## config.mk

```make
export PLATFORM = sky130hd
export DESIGN_NAME = regfile_sb
export DESIGN_NICKNAME = d
export VERILOG_FILES = /design/src/rtl/regfile_sb.sv
export SDC_FILE = /design/constraint.sdc
export NUM_CORES = 2
export LEC_CHECK = 0
export CAP_MARGIN = 10
export CORE_MARGIN = 4
export CORE_UTILIZATION = 40
export DETAILED_ROUTE_END_ITERATION = 8
export HOLD_SLACK_MARGIN = 0.1
export RECOVER_POWER = 50
export SYNTH_ARGS = -nofsm -noshare
export SYNTH_HDL_FRONTEND = slang
export SYNTH_SLANG_ARGS = --single-unit
```

## constraint.sdc

```tcl
create_clock -name clk -period 5.1 [get_ports clk]
set_input_delay 0.765 -clock clk [delete_from_list [all_inputs] [get_ports clk]]
set_output_delay 0.765 -clock clk [all_outputs]
set_load 0.01 [all_outputs]
```

## src/rtl/regfile_sb.sv

```systemverilog
// regfile_sb: register file with a per-register pending-write scoreboard.
// Two combinational read ports, one write port, one reservation port and a
// registered count of pending registers. Register 0 is hardwired to zero.
// Optional build macro: REGFILE_BYPASS_EN enables same-cycle write-to-read
// forwarding on both read ports. State registers are identical either way.
module regfile_sb #(
    parameter int XLEN  = 32,
    parameter int NREGS = 32,
    parameter int AW    = $clog2(NREGS)
) (
    input  logic            clk,
    input  logic            rst_n,
    input  logic [AW-1:0]   rs1,
    input  logic [AW-1:0]   rs2,
    output logic [XLEN-1:0] rs1_out,
    output logic [XLEN-1:0] rs2_out,
    output logic            rs1_busy,
    output logic            rs2_busy,
    input  logic [AW-1:0]   rd,
    input  logic            enable,
    input  logic [XLEN-1:0] data,
    input  logic            rsv_en,
    input  logic [AW-1:0]   rsv_rd,
    output logic [AW:0]     busy_cnt
);

    logic [XLEN-1:0]  regs [NREGS];
    logic [NREGS-1:0] busy;
    logic [NREGS-1:0] busy_next;
    logic [AW:0]      cnt_next;
    logic             write_hit;
    logic             rsv_hit;

    assign write_hit = enable && (rd != '0);
    assign rsv_hit   = rsv_en && (rsv_rd != '0);

    // Next busy vector: a reservation wins over a clearing write; bit 0 never sets.
    always_comb begin
        busy_next = '0;
        for (int i = 1; i < NREGS; i++) begin
            busy_next[i] = (rsv_hit && (rsv_rd == AW'(i)))
                         || (busy[i] && !(write_hit && (rd == AW'(i))));
        end
    end

    // Population count of the next busy vector, so busy_cnt tracks it on the same edge.
    always_comb begin
        cnt_next = '0;
        for (int i = 0; i < NREGS; i++) begin
            cnt_next = cnt_next + {{AW{1'b0}}, busy_next[i]};
        end
    end

    // Register storage; index 0 is never written so it stays zero.
    always_ff @(posedge clk or negedge rst_n) begin
        if (!rst_n) begin
            for (int i = 0; i < NREGS; i++) begin
                regs[i] <= '0;
            end
        end else if (write_hit) begin
            regs[rd] <= data;
        end
    end

    // Scoreboard bits and their registered population count.
    always_ff @(posedge clk or negedge rst_n) begin
        if (!rst_n) begin
            busy     <= '0;
            busy_cnt <= '0;
        end else begin
            busy     <= busy_next;
            busy_cnt <= cnt_next;
        end
    end

    // Read port 1: stored value and busy bit, forced to zero while in reset.
    always_comb begin
        rs1_out  = '0;
        rs1_busy = 1'b0;
        if (rst_n) begin
            rs1_out  = regs[rs1];
            rs1_busy = busy[rs1];
`ifdef REGFILE_BYPASS_EN
            if (write_hit && (rd == rs1)) begin
                rs1_out  = data;
                rs1_busy = rsv_en && (rsv_rd == rs1);
            end
`endif
        end
    end

    // Read port 2: same behaviour as port 1.
    always_comb begin
        rs2_out  = '0;
        rs2_busy = 1'b0;
        if (rst_n) begin
            rs2_out  = regs[rs2];
            rs2_busy = busy[rs2];
`ifdef REGFILE_BYPASS_EN
            if (write_hit && (rd == rs2)) begin
                rs2_out  = data;
                rs2_busy = rsv_en && (rsv_rd == rs2);
            end
`endif
        end
    end

endmodule

```

==> reports/qor.txt <==
Post-Syn Area - 0.05700 sq mm
syn nets - 3874
flops & latches, synth - 1061
GPL Wtd Cong - 0.8778
GRT Total Usage - 0.2513
number of clock sinks - 1061
# IOs - 128
DRT antenna net count - 0
number of detailed-route iterations in the first pass - 6
placed cell count - 5596
CP required - 5.72 ns
fin worst setup slack - -0.2762 ns
type of the worst setup path - in2reg
worst slew pin tran - 4.273 ns
initial core utilization - 0.4026
GR Util met3 - 0.04217
Area Growth Syn to Fin - 14.30%
remaining global-route overflow - 0
failing checks - max-capacitance violations, max-slew violations, negative setup slack
GRT busiest layer - met2
Leak Pwr - 27.80 nW
Arrival @ worst endpoint - 6.00 ns
CP peak stage delay - 0.60 ns
chip height - 385.5 um
FF/Latch Area - 0.02655 sq mm
GRT met2 Usage - 0.3929
Final Hold Fails - 0
syn_area_per_cell - 15.05 sq um
CP Cell Sequence - buf_8, nand2b_4, nor3b_4, buf_4, a22o_1, inv_2, fa_1, inv_2, fa_1, fa_1, fa_1, fa_1, inv_1, fa_1, inv_1, fa_2, fa_2, a21o_1, a21oi_2, xnor2_1
total CTS buffers - 115
Finished Core Util - 0.4602
Tmin final - 5.376 ns
first-pass GRT wire length - 273400 um
Power Total - 28.98 mW
fmax - 186.0 MHz
sequential area share after synthesis - 0.4658
Hold Slack - 0.3933 ns
number of remaining DRC errors - 0
Via Count - 36730
clock-pin transition on the worst setup and hold timing paths - 0.06 ns
Place WS - -1.462 ns
Filler cells - 12600
area post-placement - 0.06126 sq mm
Vias/cell - 6.307
Core Area - 0.1416 sq mm
Final setup violation count - 4
most frequent cells in the layout - 1120 x mux2_2, 1061 x dfrtp_1, 460 x mux4_2
maximum vdd ir drop - 0.001377 V
status - finished with violations
DP HPWL - 111300 um
RSZ-0062 raised after global routing - true
Sum Neg Setup Slack - -0.5281 ns
slowest stage cell, crit path - fa_1
Worst Hold Class - reg2reg
die area - 0.1486 sq mm
Power Dens Cells - 444.8 mW/mm^2
maximum clock path buffer count - 3
Iter 0 DRT Violations - 3170
maxcap violations - 26
clk_skew - 0.02533 ns
multi-input logic area - 0.02859 sq mm
met1 Use GR - 0.3602
CTS tree - built
worst-path fanout max - 4
commonest non-fill, non-tap cell in the layout - mux2_2
DIE WIDTH - 385.5 um
insertion delay to the later sink of the worst-skew pair - 0.73 ns
Crit path top cell by count - fa_1
root buffer cell - clkbuf_16
H-tree Lvls - 3
DRT Wirelength - 186800 um
largest net degree at the start of global routing - 66
Synthesis Warnings - 0
IO Port Bufs - 127
period utilisation layout - 1.054
Crit. End Element - register
final net count - 3920
initial antenna violation count - 12
vias in the first global route - 37910
Mapped Cells - 3788
Final Instance Count excl. Fillers - 5823
routed wire length per instance - 32.08 um
post-synthesis cell type count - 49
Final Cell Area - 0.06515 sq mm
Final Slew Violations - 700
Slew HR - -1.849
CP Launch Type - input pin
row count - 138
share of cells above drive strength 1 - 0.5221
## cell type report
type | count | share of cell area
multi-input cells | 2254 | 0.4388
well taps | 1890 | 0.03630
repair buffers | 369 | 0.05389
flip-flops and latches | 1061 | 0.4075
inverters | 33 | 0.001978
diodes | 5 | 0.0001920
clock buffers | 171 | 0.05185
clock inverters | 40 | 0.009487
## layer usage
metal | share of wire | vias to the layer above
li1 | - | 14800
met1 | 0.44 | 20270
met2 | 0.47 | 1353
met3 | 0.066 | 303
met4 | 0.031 | 4
met5 | 0.00053 | -
## power breakdown
group	switching, mW	total [mW]	internal [mW]	leakage [nW]
logic	3.69	8.77	5.08	12.3
registers	1.23	11.3	10.1	13.6
clock network	3.63	8.86	5.23	1.96
total	8.54	29.0	20.4	27.8
## registers in the layout, indices dropped and copies added (netlist names)
name,count
busy_cnt,6
busy,31
regs,1024
## synth_stat cells, drive strengths merged
cell type	instances	area share
a21o	3	0.00040
a21oi	5	0.00044
a221o	2	0.00035
a221oi	49	0.0075
a22o	11	0.0017
a22oi	71	0.0094
a311oi	2	0.00031
a31oi	64	0.0070
a32o	2	0.00035
a32oi	1	0.00015
and2	2	0.00022
and3	2	0.00022
and3b	3	0.00046
buf	204	0.021
clkbuf	236	0.016
dfrtp	1061	0.47
fa	23	0.0081
ha	7	0.0015
inv	33	0.0022
mux2	1124	0.22
mux2i	132	0.023
mux4	460	0.18
nand2	67	0.0044
nand2b	5	0.00055
nand3	7	0.00061
nand3b	4	0.00053
nor2	27	0.0020
nor2b	10	0.0011
nor3	2	0.00018
nor3b	6	0.00088
o2111ai	17	0.0026
o21a	3	0.00040
o21ai	71	0.0062
o221ai	64	0.0098
o22ai	1	0.00011
or2	3	0.00033
or3b	1	0.00015
xnor2	2	0.00031
xor2	1	0.00015
## final timing paths
check / cells past startpoint / endpoint / slack [ns] / from
setup reg to reg: 16 / busy_cnt[4]$_DFF_PN0_ / -0.06 / busy[2]$_DFF_PN0_
setup / recovery: 20 / busy_cnt[4]$_DFF_PN0_ / -0.28 / rsv_rd[4]
hold reg to reg: 0 / regs[1001]$_DFFE_PN0P_ / 0.39 / regs[1001]$_DFFE_PN0P_
hold / removal: 0 / regs[1001]$_DFFE_PN0P_ / 0.39 / regs[1001]$_DFFE_PN0P_
min in group asynchronous: 2 / regs[675]$_DFFE_PN0P_ / 0.66 / rst_n
max in group asynchronous: 4 / regs[224]$_DFFE_PN0P_ / 2.00 / rst_n
## logic make-up (layout without fill, tap and decap cells)
family | Yosys count | count (layout) | synth area share
compound gates | 366 | 366 | 0.04678
xor+xnor | 3 | 3 | 0.0004611
fa+ha+maj | 30 | 30 | 0.009614
buf+inv | 473 | 613 | 0.03877
flops | 1061 | 1061 | 0.4658
mux | 1716 | 1716 | 0.4270
other cells | 0 | 5 | 0
simple gates | 139 | 139 | 0.01159
## what timing repair did
item	4_1_cts	5_1_grt
gates resized for setup	78	16
hold buffers	1	0
cloned	0	0
pin swaps	14	12
setup endpoints to repair	6	5
endpoints found under the hold margin	32	0
buffers inserted	10	3
## worst max-delay path: cells and delay by family
family                   cells  cell delay (ns)
AO/OA/AOI/OAI                3             0.50
XOR/XNOR                     1             0.15
adder cells (fa/ha/maj)      8             3.77
buffers and inverters        6             0.44
AND/OR/NAND/NOR              2             0.36
(Power assumes the default switching activity.)
